File: src/rtl/fixup_pkg.sv
// ============================================================================
// fixup_pkg : shared constants and slice helper for the fixup channel pipe
// Revision  : 1.0
// ============================================================================
`default_nettype none

package fixup_pkg;

  localparam int FIXUP_MAX_DEPTH = 8;

  function automatic int ch_slice(input int c, input int w);
    return c * w;
  endfunction

endpackage

`default_nettype wire

File: src/rtl/fixup_pipe_stage.sv
// ============================================================================
// fixup_pipe_stage : one elastic valid/ready register stage
// Revision         : 1.0
// ============================================================================
`default_nettype none

module fixup_pipe_stage
  import fixup_pkg::*;
#(
  parameter int WIDTH = 8
) (
  input  logic             clk,
  input  logic             rst,
  input  logic             flush,
  input  logic             up_valid,
  input  logic [WIDTH-1:0] up_data,
  input  logic             dn_ready,
  output logic             valid,
  output logic [WIDTH-1:0] data,
  output logic             up_ready
);

  logic             valid_q, valid_d;
  logic [WIDTH-1:0] data_q, data_d;

  // An empty stage accepts regardless of downstream, so bubbles collapse.
  assign up_ready = ~valid_q | dn_ready;

  always_comb begin
    valid_d = valid_q;
    data_d  = data_q;
    if (flush) begin
      valid_d = 1'b0;
    end else if (up_ready) begin
      valid_d = up_valid;
      if (up_valid) begin
        data_d = up_data;
      end
    end
  end

  always_ff @(posedge clk) begin
    if (rst) begin
      valid_q <= 1'b0;
      data_q  <= '0;
    end else begin
      valid_q <= valid_d;
      data_q  <= data_d;
    end
  end

  assign valid = valid_q;
  assign data  = data_q;

endmodule

`default_nettype wire

File: src/rtl/fixup_chan_pipe.sv
// ============================================================================
// fixup_chan_pipe : NUM_CH independent DEPTH-stage elastic pipes with counters
// Revision        : 1.0
// ============================================================================
`default_nettype none

module fixup_chan_pipe
  import fixup_pkg::*;
#(
  parameter int WIDTH  = 8,
  parameter int NUM_CH = 4,
  parameter int DEPTH  = 2,
  parameter int CNT_W  = 16
) (
  input  logic                    clk,
  input  logic                    rst,
  input  logic                    flush,
  input  logic [NUM_CH-1:0]       in_valid,
  output logic [NUM_CH-1:0]       in_ready,
  input  logic [NUM_CH*WIDTH-1:0] in_data,
  output logic [NUM_CH-1:0]       out_valid,
  input  logic [NUM_CH-1:0]       out_ready,
  output logic [NUM_CH*WIDTH-1:0] out_data,
  output logic [NUM_CH*CNT_W-1:0] xfer_cnt
);

  if (DEPTH < 0 || DEPTH > FIXUP_MAX_DEPTH) begin : g_depth_check
    $error("fixup_chan_pipe: DEPTH out of range");
  end

  for (genvar c = 0; c < NUM_CH; c++) begin : g_ch
    localparam int DLO = ch_slice(c, WIDTH);
    localparam int CLO = ch_slice(c, CNT_W);

    logic             ch_out_valid;
    logic [CNT_W-1:0] cnt_q, cnt_d;

    if (DEPTH == 0) begin : g_wire
      assign ch_out_valid              = in_valid[c] & ~flush;
      assign in_ready[c]               = out_ready[c] & ~flush;
      assign out_data[DLO +: WIDTH]    = in_data[DLO +: WIDTH];
    end else begin : g_pipe
      // Per-stage signals keep the combinational ready chain free of self-loops.
      for (genvar i = 0; i < DEPTH; i++) begin : g_stage
        logic             vld;
        logic [WIDTH-1:0] dat;
        logic             up_rdy;
        logic             dn_rdy;
        logic             up_vld;
        logic [WIDTH-1:0] up_dat;

        if (i == 0) begin : g_head
          assign up_vld = in_valid[c];
          assign up_dat = in_data[DLO +: WIDTH];
        end else begin : g_body
          assign up_vld = g_stage[i-1].vld;
          assign up_dat = g_stage[i-1].dat;
        end

        if (i == DEPTH - 1) begin : g_tail
          assign dn_rdy = out_ready[c];
        end else begin : g_link
          assign dn_rdy = g_stage[i+1].up_rdy;
        end

        fixup_pipe_stage #(
          .WIDTH (WIDTH)
        ) u_stage (
          .clk      (clk),
          .rst      (rst),
          .flush    (flush),
          .up_valid (up_vld),
          .up_data  (up_dat),
          .dn_ready (dn_rdy),
          .valid    (vld),
          .data     (dat),
          .up_ready (up_rdy)
        );
      end

      assign in_ready[c]            = g_stage[0].up_rdy & ~flush;
      assign ch_out_valid           = g_stage[DEPTH-1].vld & ~flush;
      assign out_data[DLO +: WIDTH] = g_stage[DEPTH-1].dat;
    end

    always_comb begin
      cnt_d = cnt_q;
      if (ch_out_valid & out_ready[c]) begin
        cnt_d = cnt_q + CNT_W'(1);
      end
    end

    always_ff @(posedge clk) begin
      if (rst) begin
        cnt_q <= '0;
      end else begin
        cnt_q <= cnt_d;
      end
    end

    assign out_valid[c]           = ch_out_valid;
    assign xfer_cnt[CLO +: CNT_W] = cnt_q;
  end

endmodule

`default_nettype wire

File: config.mk
export PLATFORM = sky130hd
export DESIGN_NAME = fixup_chan_pipe
export DESIGN_NICKNAME = d
export VERILOG_FILES = /design/src/rtl/fixup_pkg.sv /design/src/rtl/fixup_pipe_stage.sv /design/src/rtl/fixup_chan_pipe.sv
export SDC_FILE = /design/constraint.sdc
export NUM_CORES = 1
export LEC_CHECK = 0
export BUFFER_PORTS_ARGS = -buffer_cell sky130_fd_sc_hd__buf_2
export CAP_MARGIN = 10
export CORE_MARGIN = 1
export CORE_UTILIZATION = 55
export DETAILED_ROUTE_END_ITERATION = 6
export HOLD_SLACK_MARGIN = 0.06
export PLACE_DENSITY_LB_ADDON = 0.08
export SLEW_MARGIN = 10
export SYNTH_ARGS = -nofsm -noshare
export SYNTH_HDL_FRONTEND = slang
export SYNTH_SLANG_ARGS = --single-unit
File: constraint.sdc
create_clock -name clk -period 4.2 [get_ports clk]
set_input_delay 1.26 -clock clk [delete_from_list [all_inputs] [get_ports clk]]
set_output_delay 1.26 -clock clk [all_outputs]
set_load 0.01 [all_outputs]
==> results of run 1 <==
==> critical path: stages <==
cell and delay [ns]:
buf_2 0.15, nor2b_1 0.10, a21oi_1 0.57, buf_2 0.25
==> routing by layer <==
layer | up-vias | track usage, % | routed length [µm]
li1 | 2429 | - | -
met5 | - | 0 | 0
met1 | 2277 | 30.1 | 5420
met3 | 17 | 6.92 | 716
met4 | 0 | 9.01 | 179
met2 | 138 | 39.5 | 6180
==> synthesized netlist by cell type, types with 5 or more instances <==
cell type and number:
nand3b_1 8, nor2_1 84, dfxtp_1 136, or3_1 13
a21oi_1 55, clkbuf_1 25, o21ai_0 16, and3_1 7
mux2i_1 41, buf_1 5, nor3_1 13, xnor2_1 20
xor2_1 19, nor2b_1 9, inv_1 6, nand4_1 17
and4_1 6, nand3_1 48, nand2_1 50
==> sequential cells by signal (all words and copies together), names as in the netlist <==
register,cells
g_ch.cnt_q,64
g_ch.g_pipe.g_stage.u_stage.data,64
g_ch.g_pipe.g_stage.u_stage.valid,8
==> layout make-up <==
type	instances	area, µm²	share of cell area, %
Clock buffer	18	418	5.97
Clock inverter	14	246	3.52
Inverter	6	22.5	0.322
Multi-Input combinational cell	445	2650	37.9
Sequential cell	136	2720	38.9
Tap cell	133	166	2.38
Timing Repair Buffer	150	776	11.1
==> worst min path at each step <==
stage                                              startpoint                                         to  slack (ns)  cells past startpoint
finish              g_ch[0].g_pipe.g_stage[0].u_stage.data[6]  g_ch[0].g_pipe.g_stage[0].u_stage.data[6]        0.45                      2
global route        g_ch[0].g_pipe.g_stage[0].u_stage.data[1]  g_ch[0].g_pipe.g_stage[0].u_stage.data[1]        0.48                      2
CTS                 g_ch[0].g_pipe.g_stage[0].u_stage.data[6]  g_ch[0].g_pipe.g_stage[0].u_stage.data[6]        0.46                      2
detailed placement  g_ch[0].g_pipe.g_stage[0].u_stage.data[0]  g_ch[0].g_pipe.g_stage[0].u_stage.data[0]        0.45                      2
global placement    g_ch[1].g_pipe.g_stage[0].u_stage.data[6]  g_ch[1].g_pipe.g_stage[0].u_stage.data[6]        0.44                      2
floorplan           g_ch[0].g_pipe.g_stage[0].u_stage.data[0]  g_ch[0].g_pipe.g_stage[0].u_stage.data[0]        0.44                      2
==> cell families after synthesis <==
kind of cell	Yosys count
buffers and inverters	43
and+or+nand+nor	281
DFF	136
adders and majority gates	4
xor gates and xnor gates	39
AOI/OAI and AO/OA	79
muxes	42
==> power breakdown <==
group / switching (mW) / internal, mW / leakage (nW)
registers: 0.0112 / 1.31 / 1.10
logic: 0.0674 / 0.0431 / 1.64
clock network: 0.558 / 1.09 / 0.312
==> metrics.md, run 1 <==
| Metric | Value |
|---|---|
| WP data required | `2.94 ns` |
| XOR/XNOR share of the synthesized area | `6.15%` |
| Setup violations, final | `0` |
| Top-area cell type share of the netlist area | `49.0%` |
| Area growth, synth to finish | `26.1%` |
| Final instance area | `7000 µm²` |
| Routed Antenna Nets | `0` |
| R2R Setup Slk | `2.23 ns` |
| RR Startpoint | `g_ch[1].g_pipe.g_stage[1].u_stage.valid` |
| Die Y | `102 µm` |
| Pin count of the biggest net entering global routing | `78` |
| CP Launch Type | `input port` |
| Post-synth top flop | `dfxtp_1` |
| Total wire length | `12500 µm` |
| Pwr/cell area | `439 nW/µm²` |
| Top cell type by total area after synthesis | `dfxtp_1` |
| First-pass GRT wire length | `19900 µm` |
| Initial core utilization | `56.8%` |
| Fillers | `778` |
| Via density per instance | `5.39` |
| Most common cell after layout, fill and taps aside | `buf_2` |
| Synthesized area | `5550 µm²` |
| Post-Route Utilization | `71.6%` |
| Peak supply drop | `0.314 mV` |
| Die area | `10500 µm²` |
| Final Hold Viols | `0` |
| Worst skew pair latency | `0.51 ns` |
| Status | `finished, final reports clean` |
| Ports | `147` |
| Post-synthesis compound-gate area fraction | `7.50%` |
| Hold Slack | `0.454 ns` |
| Wirelength per Cell | `13.9 µm` |
| Vias | `4861` |
| Sequential share of the synthesized area | `49.0%` |
| R2r endpoint | `g_ch[1].cnt_q[15]` |
| Net Count, Synth | `671` |
| Ys Warns | `0` |
| GPL Wtd Cong | `0.774` |
| Inst Count DP | `870` |
| Post-Syn Instances | `624` |
| Setup_tns | `0 ns` |
| H-tree depth | `4` |
| Placeable Area | `9770 µm²` |
| Root buf cell | `clkbuf_8` |
| Largest family of logic cells by synthesized area | `simple AND/OR/NAND/NOR gates` |
| Average size of a mapped cell | `8.90 µm²` |
| Final Instance Count excl. Fillers | `902` |
| Adder-cell share of the synthesized area | `0.901%` |
| LEAKAGE | `3.05 nW` |
| MaxCap Viol Count | `0` |
| Gr usage total | `24.1%` |
| Minimum clock period | `3.59 ns` |
| Grt ovf | `0` |
| Worst-Margin Slew | `0.707 ns` |
| First-pass detailed-route iteration total | `5` |
| WP data arrival | `2.33 ns` |
| Tot Pwr | `3.08 mW` |
| Worst min-delay path class | `flop to flop` |
| CTS tree | `done` |
| Worst-path fanout max | `9` |
| Post-DP HPWL | `8520 µm` |
| Top post-synthesis cells by area | `dfxtp_1, mux2i_1, nor2_1` |
| IO Port Bufs | `146` |
| Placed cell areas | `6340 µm²` |
| Simple-gate share of the synthesized area | `25.6%` |
| Hold_buf cts | `0` |
| Worst slack, placed | `0.627 ns` |
| Max_slew headroom | `52.9%` |
| Initial antenna violation count | `0` |
| Crit. End Element | `output port` |
| Worst Setup EP | `in_ready[0]` |
| Total clock sinks | `136` |
| # diodes | `0` |
| Post-CTS Setup Bufs | `0` |
| Post-synthesis mux area share | `7.59%` |
| Post-synthesis cell type count | `41` |
| Number of synthesized flops with an enable pin | `0` |
| Crit path launch | `out_ready[0]` |
| Max Freq | `0.279 GHz` |
| Clock-pin slew on the worst setup and hold paths | `0.06 ns` |
| DR iter-0 viols | `142` |
| Share of layout cells above drive strength 1 | `24.8%` |
| # rows | `36` |
| Tcrit/Tclk final | `85.4%` |
| Setup Skew | `0.00614 ns` |
| RSZ-0062 raised after global routing | `false` |
| R2R depth | `4` |
| Final net count | `803` |
| Max-slew violations | `0` |
| Vias in the first global route | `4313` |
| Post_cts resized | `0` |
| Number of buffers created by CTS | `17` |
| Max Buffers Root-to-Sink | `2` |
| DRC | `0` |
| Commonest non-fill, non-tap cells in the layout | `buf_2, dfxtp_1, nor2_1` |
| Worst setup margin | `0.613 ns` |
| Fraction of registers with async set/reset | `0%` |
| Post-synthesis register bit count | `136` |
| Die Wd | `102 µm` |
| Crit Path Class | `input port to output port` |
Power figures use the tool's default switching activity.
==> run 2: changes to the inputs <==
- CELL_PAD_IN_SITES_DETAIL_PLACEMENT: default -> 0
- CELL_PAD_IN_SITES_GLOBAL_PLACEMENT: default -> 2
- CORE_UTILIZATION: 55 -> 33
==> run 2 against run 1 <==
Maximum frequency is 2.4% lower. Register-to-register slack is essentially flat. Highest routed layer unchanged. Critical path depth did not move. Non-clock buffer count up 1. Core utilization is 29 points lower. Setup slack lost 0.087 ns. Sequential cell count unchanged. First-iteration DRC count rose by 20%. Clock power is 6% lower. Die area grew 65%. Clock-buffer cell count fell by 1.
==> metrics.md, run 2 (synthesis results as in run 1) <==
| Metric | Value |
|---|---|
| Commonest non-fill, non-tap cells in the layout | `buf_2, dfxtp_1, nor2_1` |
| WP data arrival | `2.41 ns (+0.08 ns)` |
| Final Instance Count excl. Fillers | `990 (+9.8%)` |
| Ports | `147 (unchanged)` |
| CP max-delay cell | `a21oi_1` |
| Initial antenna violation count | `1 (+1)` |
| Number of buffers created by CTS | `17 (unchanged)` |
| Crit path launch | `out_ready[0]` |
| IO Port Bufs | `146 (unchanged)` |
| Pin count of the biggest net entering global routing | `58 (-26%)` |
| Setup_tns | `0 ns (unchanged)` |
| MaxCap Viol Count | `0 (unchanged)` |
| Die Wd | `132 µm (+29%)` |
| First-pass GRT wire length | `22800 µm (+15%)` |
| Status | `finished, final reports clean` |
| Crit. End Element | `output port` |
| Worst skew pair latency | `0.42 ns (-0.09 ns)` |
| Post-DP HPWL | `9730 µm (+14%)` |
| Minimum clock period | `3.67 ns (+0.0872 ns)` |
| Worst Setup EP | `in_ready[0]` |
| WP data required | `2.94 ns (about the same)` |
| Vias in the first global route | `4498 (+4.3%)` |
| Total wire length | `14000 µm (+12%)` |
| Fillers | `1666 (+110%)` |
| R2R Setup Slk | `2.24 ns (about the same)` |
| Wirelength per Cell | `14.1 µm (+2.1%)` |
| DRC | `0 (unchanged)` |
| Peak supply drop | `0.280 mV (-11%)` |
| Hold_buf cts | `0 (unchanged)` |
| Area growth, synth to finish | `27.1%` |
| Stages on worst setup path | `4 (unchanged)` |
| R2r endpoint | `g_ch[1].cnt_q[15]` |
| Setup Skew | `0.00761 ns (+0.00146 ns)` |
| Setup violations, final | `0 (unchanged)` |
| Bufs and invs on worst path | `2 (unchanged)` |
| GPL Wtd Cong | `0.728 (-6.0%)` |
| DR iter-0 viols | `171 (+20%)` |
| Initial core utilization | `33.6% (-23 points)` |
| CTS tree | `done` |
| Max-slew violations | `0 (unchanged)` |
| Max_slew headroom | `49.0% (-3.9 points)` |
| Routed Antenna Nets | `0 (unchanged)` |
| Gr usage total | `16.5% (-7.6 points)` |
| Inst Count DP | `958 (+10%)` |
| Die area | `17400 µm² (+65%)` |
| H-tree depth | `4 (unchanged)` |
| Total clock sinks | `136 (unchanged)` |
| Tcrit/Tclk final | `87.5% (+2.1 points)` |
| Final instance area | `7060 µm² (+0.79%)` |
| CP Launch Type | `input port` |
| Pwr/cell area | `422 nW/µm² (-3.9%)` |
| Die Y | `132 µm (+29%)` |
| R2R depth | `4 (unchanged)` |
| Post-Route Utilization | `42.7% (-29 points)` |
| Placeable Area | `16500 µm² (+69%)` |
| Root buf cell | `clkbuf_16` |
| # diodes | `0 (unchanged)` |
| Vias | `4801 (-1.2%)` |
| # rows | `47 (+31%)` |
| Worst-Margin Slew | `0.765 ns (+0.0580 ns)` |
| Clock-pin slew on the worst setup and hold paths | `0.06 ns (about the same)` |
| Crit Path Class | `input port to output port` |
| First-pass detailed-route iteration total | `4 (-1)` |
| Max Buffers Root-to-Sink | `2 (unchanged)` |
| Critical Path Most Common Cell | `buf_2` |
| Crit path max-delay family | `compound AO/OA/AOI/OAI gates` |
| Final net count | `804 (+0.12%)` |
| Post-CTS Setup Bufs | `0 (unchanged)` |
| Post_cts resized | `0 (unchanged)` |
| Final Hold Viols | `0 (unchanged)` |
| Share of layout cells above drive strength 1 | `25.1% (+0.23 points)` |
| LEAKAGE | `3.03 nW (-0.79%)` |
| Most common cell after layout, fill and taps aside | `buf_2` |
| Max Freq | `0.272 GHz (-2.4%)` |
| RSZ-0062 raised after global routing | `false` |
| Worst-path fanout max | `9 (unchanged)` |
| Grt ovf | `0 (unchanged)` |
| CP max stage delay | `0.63 ns (+0.06 ns)` |
| RR Startpoint | `g_ch[1].g_pipe.g_stage[1].u_stage.valid` |
| Placed cell areas | `6440 µm² (+1.6%)` |
| Cells along the critical path | `buf_2 -> nor2b_1 -> a21oi_1 -> buf_2` |
| Worst min-delay path class | `flop to flop` |
| Via density per instance | `4.85 (-10%)` |
==> run 2: how the worst min path moves through the flow <==
stage | slack, ns | from | end | cells after the start
final | 0.45 | g_ch[3].g_pipe.g_stage[0].u_stage.data[1] | g_ch[3].g_pipe.g_stage[0].u_stage.data[1] | 2
after global routing | 0.47 | g_ch[0].g_pipe.g_stage[0].u_stage.data[5] | g_ch[0].g_pipe.g_stage[0].u_stage.data[5] | 2
after CTS | 0.46 | g_ch[3].g_pipe.g_stage[0].u_stage.data[1] | g_ch[3].g_pipe.g_stage[0].u_stage.data[1] | 2
after detailed placement | 0.45 | g_ch[0].g_pipe.g_stage[0].u_stage.data[5] | g_ch[0].g_pipe.g_stage[0].u_stage.data[5] | 2
after global placement | 0.44 | g_ch[1].g_pipe.g_stage[0].u_stage.data[4] | g_ch[1].g_pipe.g_stage[0].u_stage.data[4] | 2
after floorplan | 0.44 | g_ch[0].g_pipe.g_stage[0].u_stage.data[0] | g_ch[0].g_pipe.g_stage[0].u_stage.data[0] | 2
==> run 2: tightest hold or removal path: cells and delay by family, from the launching register on <==
kind               cells  cell delay [ns]
AOI/OAI and AO/OA      1             0.05
and+or+nand+nor        1             0.05
DFF                    1             0.31
==> run 2: cell type report <==
type | count | area, µm² | area share (%)
clock inverter | 15 | 190 | 2.69
clock buffer | 17 | 425 | 6.03
timing repair buffer | 151 | 771 | 10.9
multi-input combinational | 445 | 2650 | 37.6
inverter | 6 | 22.5 | 0.319
tap | 220 | 275 | 3.90
sequential | 136 | 2720 | 38.6
==> run 2: per-layer routing <==
layer  vias to the layer above  track usage, %  part of all wire, %
li1                       2437               -                    -
met1                      2240            20.2                   46
met2                       104            26.5                   47
met3                        20            5.69                  6.0
met4                         0            7.04                  1.6
met5                         -               0                    0
==> run 2: report_power, final <==
part	total (mW)	internal (mW)	switching [mW]	leakage, nW
Clock	1.55	0.945	0.605	0.287
Sequential	1.32	1.31	0.0110	1.10
Combinational	0.112	0.0424	0.0693	1.64
==> run 2: per-stage QoR <==
step           power [mW]  hold WS [ns]  worst slack [ns]
2_1_floorplan        1.41         0.436             0.841
3_5_place_dp         1.46         0.447             0.526
5_1_grt              3.11         0.471             0.449
3_3_place_gp         1.46         0.442             0.595
6_report             2.98         0.452             0.525
4_1_cts              3.03         0.456             0.531
